==> src/rtl/knap_pkg.sv <==
// Shared definitions for the knapsack search controller.
//   state_t        : controller FSM states
//   SEL_*          : cfg_sel encodings (coefficient tables / limit registers)
//   LIM_*          : cfg_addr values selecting a limit register when cfg_sel = SEL_LIMIT
//   DEF_*          : reset values of the three limit registers
package knap_pkg;

    typedef enum logic [2:0] {
        ST_IDLE  = 3'd0,
        ST_EVAL  = 3'd1,
        ST_CHECK = 3'd2,
        ST_EMIT  = 3'd3,
        ST_DONE  = 3'd4
    } state_t;

    localparam logic [1:0] SEL_VALUE  = 2'd0;
    localparam logic [1:0] SEL_WEIGHT = 2'd1;
    localparam logic [1:0] SEL_VOLUME = 2'd2;
    localparam logic [1:0] SEL_LIMIT  = 2'd3;

    localparam logic [4:0] LIM_MIN_VALUE  = 5'd0;
    localparam logic [4:0] LIM_MAX_WEIGHT = 5'd1;
    localparam logic [4:0] LIM_MAX_VOLUME = 5'd2;

    localparam int DEF_MIN_VALUE  = 120;
    localparam int DEF_MAX_WEIGHT = 60;
    localparam int DEF_MAX_VOLUME = 60;

endpackage

==> src/rtl/knap_item_acc.sv <==
// Serial value/weight/volume accumulator shared by every candidate.
// One item's coefficients are added per enabled cycle; all sums wrap
// modulo 2^ACC_W so the result is bit-exact with a wide combinational
// adder tree of the same width.
// Ports:
//   clk, rst_n           : clock, asynchronous active-low reset
//   clear                : zero all three accumulators (wins over enable)
//   enable               : add the presented coefficients this cycle
//   add_value/weight/volume : per-item coefficients, zero-extended on add
//   min_value, max_weight, max_volume : validity limits
//   value_sum            : current value accumulator
//   is_valid             : validity of the current sums against the limits
module knap_item_acc
    import knap_pkg::*;
#(
    parameter int COEF_W = 8,
    parameter int ACC_W  = 9
) (
    input  logic              clk,
    input  logic              rst_n,
    input  logic              clear,
    input  logic              enable,
    input  logic [COEF_W-1:0] add_value,
    input  logic [COEF_W-1:0] add_weight,
    input  logic [COEF_W-1:0] add_volume,
    input  logic [ACC_W-1:0]  min_value,
    input  logic [ACC_W-1:0]  max_weight,
    input  logic [ACC_W-1:0]  max_volume,
    output logic [ACC_W-1:0]  value_sum,
    output logic              is_valid
);

    logic [ACC_W-1:0] weight_sum;
    logic [ACC_W-1:0] volume_sum;

    always_ff @(posedge clk or negedge rst_n) begin
        if (!rst_n) begin
            value_sum  <= '0;
            weight_sum <= '0;
            volume_sum <= '0;
        end else if (clear) begin
            value_sum  <= '0;
            weight_sum <= '0;
            volume_sum <= '0;
        end else if (enable) begin
            value_sum  <= value_sum  + ACC_W'(add_value);
            weight_sum <= weight_sum + ACC_W'(add_weight);
            volume_sum <= volume_sum + ACC_W'(add_volume);
        end
    end

    assign is_valid = (value_sum >= min_value) &&
                      (weight_sum <= max_weight) &&
                      (volume_sum <= max_volume);

endmodule

==> src/rtl/knap_search_ctrl.sv <==
// Sequential knapsack search engine. Walks every candidate selection
// vector from cand_first to cand_last (inclusive), evaluates it one item
// per cycle on a shared accumulator, streams valid candidates out and
// tracks the valid count and the best-value candidate.
// Ports:
//   clk, rst_n            : clock, asynchronous active-low reset
//   cfg_we/sel/addr/data  : config write port (tables and limits), idle only
//   start, cand_first, cand_last : search request, accepted only in IDLE
//   busy, done            : search in progress / one-cycle completion pulse
//   sol_valid, sol_ready, sol_vec, sol_value : solution stream
//     (a solution transfers on a cycle where sol_valid && sol_ready; while
//      sol_valid is high and sol_ready low, sol_vec/sol_value hold stable)
//   valid_count, best_found, best_vec, best_value : result registers
module knap_search_ctrl
    import knap_pkg::*;
#(
    parameter int N_ITEMS        = 19,
    parameter int COEF_W         = 8,
    parameter int ACC_W          = 9,
    parameter int CNT_W          = 20,
    parameter int MIN_VALUE_RST  = DEF_MIN_VALUE,
    parameter int MAX_WEIGHT_RST = DEF_MAX_WEIGHT,
    parameter int MAX_VOLUME_RST = DEF_MAX_VOLUME
) (
    input  logic               clk,
    input  logic               rst_n,
    input  logic               cfg_we,
    input  logic [1:0]         cfg_sel,
    input  logic [4:0]         cfg_addr,
    input  logic [ACC_W-1:0]   cfg_data,
    input  logic               start,
    input  logic [N_ITEMS-1:0] cand_first,
    input  logic [N_ITEMS-1:0] cand_last,
    output logic               busy,
    output logic               done,
    output logic               sol_valid,
    input  logic               sol_ready,
    output logic [N_ITEMS-1:0] sol_vec,
    output logic [ACC_W-1:0]   sol_value,
    output logic [CNT_W-1:0]   valid_count,
    output logic               best_found,
    output logic [N_ITEMS-1:0] best_vec,
    output logic [ACC_W-1:0]   best_value
);

    localparam int K_W = (N_ITEMS > 1) ? $clog2(N_ITEMS) : 1;
    localparam logic [K_W-1:0] K_LAST = K_W'(N_ITEMS - 1);

    state_t state;
    state_t state_nxt;

    logic [N_ITEMS-1:0] cur;
    logic [N_ITEMS-1:0] last;
    logic [K_W-1:0]     k;

    logic [COEF_W-1:0] value_tab  [N_ITEMS];
    logic [COEF_W-1:0] weight_tab [N_ITEMS];
    logic [COEF_W-1:0] volume_tab [N_ITEMS];

    logic [ACC_W-1:0] min_value;
    logic [ACC_W-1:0] max_weight;
    logic [ACC_W-1:0] max_volume;

    logic             start_take;
    logic             advance;
    logic             acc_clear;
    logic             acc_en;
    logic             is_valid;
    logic [ACC_W-1:0] value_sum;
    logic             at_last;

    assign at_last = (cur == last);

    // ---------------- accumulator ----------------
    knap_item_acc #(
        .COEF_W (COEF_W),
        .ACC_W  (ACC_W)
    ) u_acc (
        .clk        (clk),
        .rst_n      (rst_n),
        .clear      (acc_clear),
        .enable     (acc_en),
        .add_value  (value_tab[k]),
        .add_weight (weight_tab[k]),
        .add_volume (volume_tab[k]),
        .min_value  (min_value),
        .max_weight (max_weight),
        .max_volume (max_volume),
        .value_sum  (value_sum),
        .is_valid   (is_valid)
    );

    // ---------------- FSM ----------------
    always_ff @(posedge clk or negedge rst_n) begin
        if (!rst_n) begin
            state <= ST_IDLE;
        end else begin
            state <= state_nxt;
        end
    end

    always_comb begin
        state_nxt  = state;
        start_take = 1'b0;
        advance    = 1'b0;
        acc_clear  = 1'b0;
        acc_en     = 1'b0;
        case (state)
            ST_IDLE: begin
                if (start) begin
                    start_take = 1'b1;
                    acc_clear  = 1'b1;
                    state_nxt  = (cand_first <= cand_last) ? ST_EVAL : ST_DONE;
                end
            end
            ST_EVAL: begin
                acc_en = cur[k];
                if (k == K_LAST) begin
                    state_nxt = ST_CHECK;
                end
            end
            ST_CHECK: begin
                if (is_valid) begin
                    state_nxt = ST_EMIT;
                end else begin
                    advance = 1'b1;
                end
            end
            ST_EMIT: begin
                if (sol_ready) begin
                    advance = 1'b1;
                end
            end
            ST_DONE: begin
                state_nxt = ST_IDLE;
            end
            default: begin
                state_nxt = ST_IDLE;
            end
        endcase

        // Stopping on cur == last (instead of incrementing past it) keeps
        // a range ending at all-ones from wrapping back to zero.
        if (advance) begin
            if (at_last) begin
                state_nxt = ST_DONE;
            end else begin
                state_nxt = ST_EVAL;
                acc_clear = 1'b1;
            end
        end
    end

    // ---------------- candidate walk and results ----------------
    always_ff @(posedge clk or negedge rst_n) begin
        if (!rst_n) begin
            cur         <= '0;
            last        <= '0;
            k           <= '0;
            valid_count <= '0;
            best_found  <= 1'b0;
            best_vec    <= '0;
            best_value  <= '0;
        end else begin
            if (start_take) begin
                cur         <= cand_first;
                last        <= cand_last;
                k           <= '0;
                valid_count <= '0;
                best_found  <= 1'b0;
                best_vec    <= '0;
                best_value  <= '0;
            end

            if (state == ST_EVAL) begin
                k <= (k == K_LAST) ? '0 : k + 1'b1;
            end

            if ((state == ST_CHECK) && is_valid) begin
                if (valid_count != '1) begin
                    valid_count <= valid_count + 1'b1;
                end
                // Strict compare: a tie keeps the earlier candidate.
                if (!best_found || (value_sum > best_value)) begin
                    best_found <= 1'b1;
                    best_vec   <= cur;
                    best_value <= value_sum;
                end
            end

            if (advance && !at_last) begin
                cur <= cur + 1'b1;
                k   <= '0;
            end
        end
    end

    // ---------------- configuration ----------------
    always_ff @(posedge clk or negedge rst_n) begin
        if (!rst_n) begin
            for (int i = 0; i < N_ITEMS; i++) begin
                value_tab[i]  <= '0;
                weight_tab[i] <= '0;
                volume_tab[i] <= '0;
            end
            min_value  <= ACC_W'(MIN_VALUE_RST);
            max_weight <= ACC_W'(MAX_WEIGHT_RST);
            max_volume <= ACC_W'(MAX_VOLUME_RST);
        end else if (cfg_we && (state == ST_IDLE)) begin
            if (cfg_sel == SEL_LIMIT) begin
                case (cfg_addr)
                    LIM_MIN_VALUE:  min_value  <= cfg_data;
                    LIM_MAX_WEIGHT: max_weight <= cfg_data;
                    LIM_MAX_VOLUME: max_volume <= cfg_data;
                    default: ;
                endcase
            end else if (int'(cfg_addr) < N_ITEMS) begin
                case (cfg_sel)
                    SEL_VALUE:  value_tab[cfg_addr[K_W-1:0]]  <= cfg_data[COEF_W-1:0];
                    SEL_WEIGHT: weight_tab[cfg_addr[K_W-1:0]] <= cfg_data[COEF_W-1:0];
                    SEL_VOLUME: volume_tab[cfg_addr[K_W-1:0]] <= cfg_data[COEF_W-1:0];
                    default: ;
                endcase
            end
        end
    end

    // ---------------- outputs ----------------
    assign busy      = (state == ST_EVAL) || (state == ST_CHECK) || (state == ST_EMIT);
    assign done      = (state == ST_DONE);
    assign sol_valid = (state == ST_EMIT);
    assign sol_vec   = sol_valid ? cur : '0;
    assign sol_value = sol_valid ? value_sum : '0;

endmodule

==> config.mk <==
export PLATFORM = sky130hd
export DESIGN_NAME = knap_search_ctrl
export DESIGN_NICKNAME = d
export VERILOG_FILES = /design/src/rtl/knap_pkg.sv /design/src/rtl/knap_item_acc.sv /design/src/rtl/knap_search_ctrl.sv
export SDC_FILE = /design/constraint.sdc
export NUM_CORES = 1
export LEC_CHECK = 0
export ABC_AREA = 1
export CORE_ASPECT_RATIO = 0.9
export CORE_MARGIN = 5
export CORE_UTILIZATION = 61
export DETAILED_ROUTE_END_ITERATION = 12
export PLACE_DENSITY = 0.91
export SYNTH_ARGS = -nofsm -noshare
export SYNTH_HDL_FRONTEND = slang
export SYNTH_SLANG_ARGS = --single-unit
==> constraint.sdc <==
create_clock -name clk -period 3.87 [get_ports clk]
set_input_delay 0.774 -clock clk [delete_from_list [all_inputs] [get_ports clk]]
set_output_delay 0.774 -clock clk [all_outputs]
set_load 0.01 [all_outputs]
==> metrics.txt <==
Yosys top cell by area dfrtp_1; Hold WC Path Type in -> async; worst-skew pair later-pin latency 0.65 ns; Required @ worst endpoint roughly 4.4 ns; # hold bufs at CTS 0; routed len/inst 20.38 µm; CP delay by family, top simple AND/OR/NAND/NOR gates; RSZ-0062 raised after global routing no; Vias 27,800; CP max stage cell dfrtp_4; vias in the first global route around 27,000; share of cells above drive strength 1 6.529%; synth-to-layout area growth 12.53%; final clock skew 0.02126 ns; Synth Cell Area a little over 0.03 mm²; placed instance area 0.03204 mm²; crit path max fanout 35; Setup-failing EPs final 0; H-tree levels 2; Syn Nets ~3,800; 1st-iter DRT viols roughly 4,000; Setup TNS Final 0 ns; Buf/Inv on CP 3; fmax 267.7 MHz; Die Wd 244.9 µm; largest net degree at the start of global routing 138; starting density of the core 61.65%; Max Buffers Root-to-Sink 3; core area 0.04913 mm²; Post-synth ARST share 100.0%; Rows 77; clock root buffer clkbuf_16; fill count 3,513; most common cell after layout, fill and taps aside nand2_1; Antenna Violating Nets Remaining 0; critical path arrival ~4.3 ns; Die Area approximately 0.054 mm²; Top FF cell, synth dfrtp_1; global-route wire length before repair 142,100 µm; slowest stage delay, CP 0.54 ns; number of failing hold endpoints at the final stage 0; Crit. End Element register; slew margin rel. between 10% and 20%; Num CTS Buffers 59; static leakage 16.01 nW; Post-Syn Area per Cell 8.283 µm²; top post-synthesis cells by area dfrtp_1 (49%), nand2_1 (11%), o21ai_0 (11%); multi-input logic area 0.01328 mm²; fin cells 4,354; Synth top area share 48.99%; VDD IR-drop max 0.4684 mV; Post-Syn Instances 3,657; Final #Nets between 3,000 and 4,000; CP most frequent cell nand2_1; Seq/Total Area, Yosys 50.03%; Total Wirelength between 80,000 and 90,000 µm; Yosys cell types 45; chip height 221.4 µm; CTS tree done; GRT Util Overall about a third; drt first pass iters 6; grt ovf 0; Slew Limit Fails 0; clk sink count 605; number of synthesized flops with an enable pin 0; synthesized flop and latch total 605; CP Launch Type register; most frequent cells in the layout nand2_1 (925), o21ai_0 (657), dfrtp_1 (592); gpl congestion just under 1; CP Class reg -> reg; Pwr per Cell Area ~600 mW/mm²; initial antenna violation count 2; register area 0.01516 mm²; critical path, cell by cell inv_6 -> buf_4 -> nor2_1 -> o2111ai_1 -> nand3_1 -> nand2_1 -> nand2_1 -> o21ai_0 -> ha_1 -> inv_1 -> fa_1 -> nand3b_1 -> nand2_1 -> nand4_1 -> o211ai_1 -> nand4_1 -> nand3_1 -> nor2_1; Port Buffer Count roughly 140; Yosys warnings 0; clk slew on worst S/H paths 0.06 ns; ant diodes 0; period utilization a little over nine tenths; DRC 0; Top Ports 139; MaxCap Viol Count 0; post-route cell area around 0.034 mm²; Cells after DPL 4,248; Worst-Margin Slew 1.234 ns; outcome completed; routed vias/inst 6.385; Final min period 3.735 ns; Post-DP HPWL roughly 55,000 µm
==> flip-flops by register name, summed over array words and instances (netlist names), 9 cells and up <==
signal,flops
min_value,9
best_vec,19
cur,19
u_acc.value_sum,9
last,19
volume_tab,152
best_value,9
valid_count,20
max_volume,9
u_acc.weight_sum,9
weight_tab,152
max_weight,9
u_acc.volume_sum,9
value_tab,152
==> metal layers <==
| layer | track usage [%] | wire length [µm] |
|---|---|---|
| met1 | 43.64 | 33770 |
| met2 | 48.87 | 39630 |
| met3 | 8.193 | 11180 |
| met4 | 13.74 | 4109 |
| met5 | 0 | 23 |
==> power by group <==
group	switching, W	internal, W	total (W)
Combinational	0.00458	0.00242	0.00700
Sequential	0.000677	0.00702	0.00770
Clock	0.00252	0.00360	0.00612
==> synthesized netlist by cell type (2+ instances only) <==
cell type,instances
nand2_1,926
o21ai_0,657
dfrtp_1,593
nor2_1,261
inv_1,190
clkbuf_1,176
nand3_1,158
o21ai_1,124
ha_1,83
nand4_1,61
a22oi_1,59
a21oi_1,45
xor2_1,37
buf_2,27
nand2_4,24
buf_6,22
o2111ai_1,20
xnor2_1,20
or2_2,19
a221oi_1,18
a2bb2oi_1,18
buf_1,16
nor3_1,16
o211ai_1,13
dfstp_2,12
o31ai_1,10
nand3b_1,8
a21o_1,6
a22o_1,6
nand2_2,6
nor4_1,4
clkinv_1,3
fa_1,3
nor3_4,3
inv_2,2
nor3b_1,2
==> metrics by stage <==
| stage | total power [W] | util (%) | setup WS (ns) | hold slack [ns] |
|---|---|---|---|---|
| 5_1_grt | 0.02181 | 69.37 | 0.01209 | 0.1165 |
| 3_5_place_dp | 0.01441 | 65.20 | 0.3084 | 0.4679 |
| 6_report | 0.02082 | 69.37 | 0.1346 | 0.07788 |
| 4_1_cts | 0.02061 | 69.37 | 0.1995 | 0.07236 |
| 2_1_floorplan | 0.01203 | - | 0.4618 | 0.4457 |
| 3_3_place_gp | 0.01416 | 65.20 | 0.3954 | 0.4609 |
==> path summary, 6_finish.rpt <==
check                      slack, ns            from  depth (start not counted)                   to
setup / recovery                0.13            k[0]                         18  u_acc.weight_sum[8]
hold / removal                  0.08           rst_n                          1        best_value[1]
setup reg to reg                0.13            k[0]                         18  u_acc.weight_sum[8]
hold reg to reg                 0.48  weight_tab[80]                          2       weight_tab[80]
max in group asynchronous       2.64           rst_n                          3      weight_tab[151]
min in group clk                0.48  weight_tab[80]                          2       weight_tab[80]
==> repair_timing <==
| action | 4_1_cts | 5_1_grt |
|---|---|---|
| buffers inserted | 0 | 0 |
| setup endpoints to repair | 0 | 1 |
| resized for setup | 0 | 1 |
==> cell type report <==
cell class	instances	share of cell area, %
Clock inverter	18	0.8222
Multi-Input combinational cell	2613	38.95
Inverter	195	2.173
Sequential cell	605	44.47
Tap cell	632	2.320
Clock buffer	88	5.183
Timing Repair Buffer	203	6.086
==> cells by family after synthesis <==
family,after synthesis,synth area share (%)
and+or+nand+nor,1490,20.78
DFF,605,50.03
buffers and inverters,439,6.200
xor gates and xnor gates,57,1.648
adders and majority gates,86,3.627
AOI/OAI and AO/OA,980,17.71
Power figures use the tool's default switching activity.
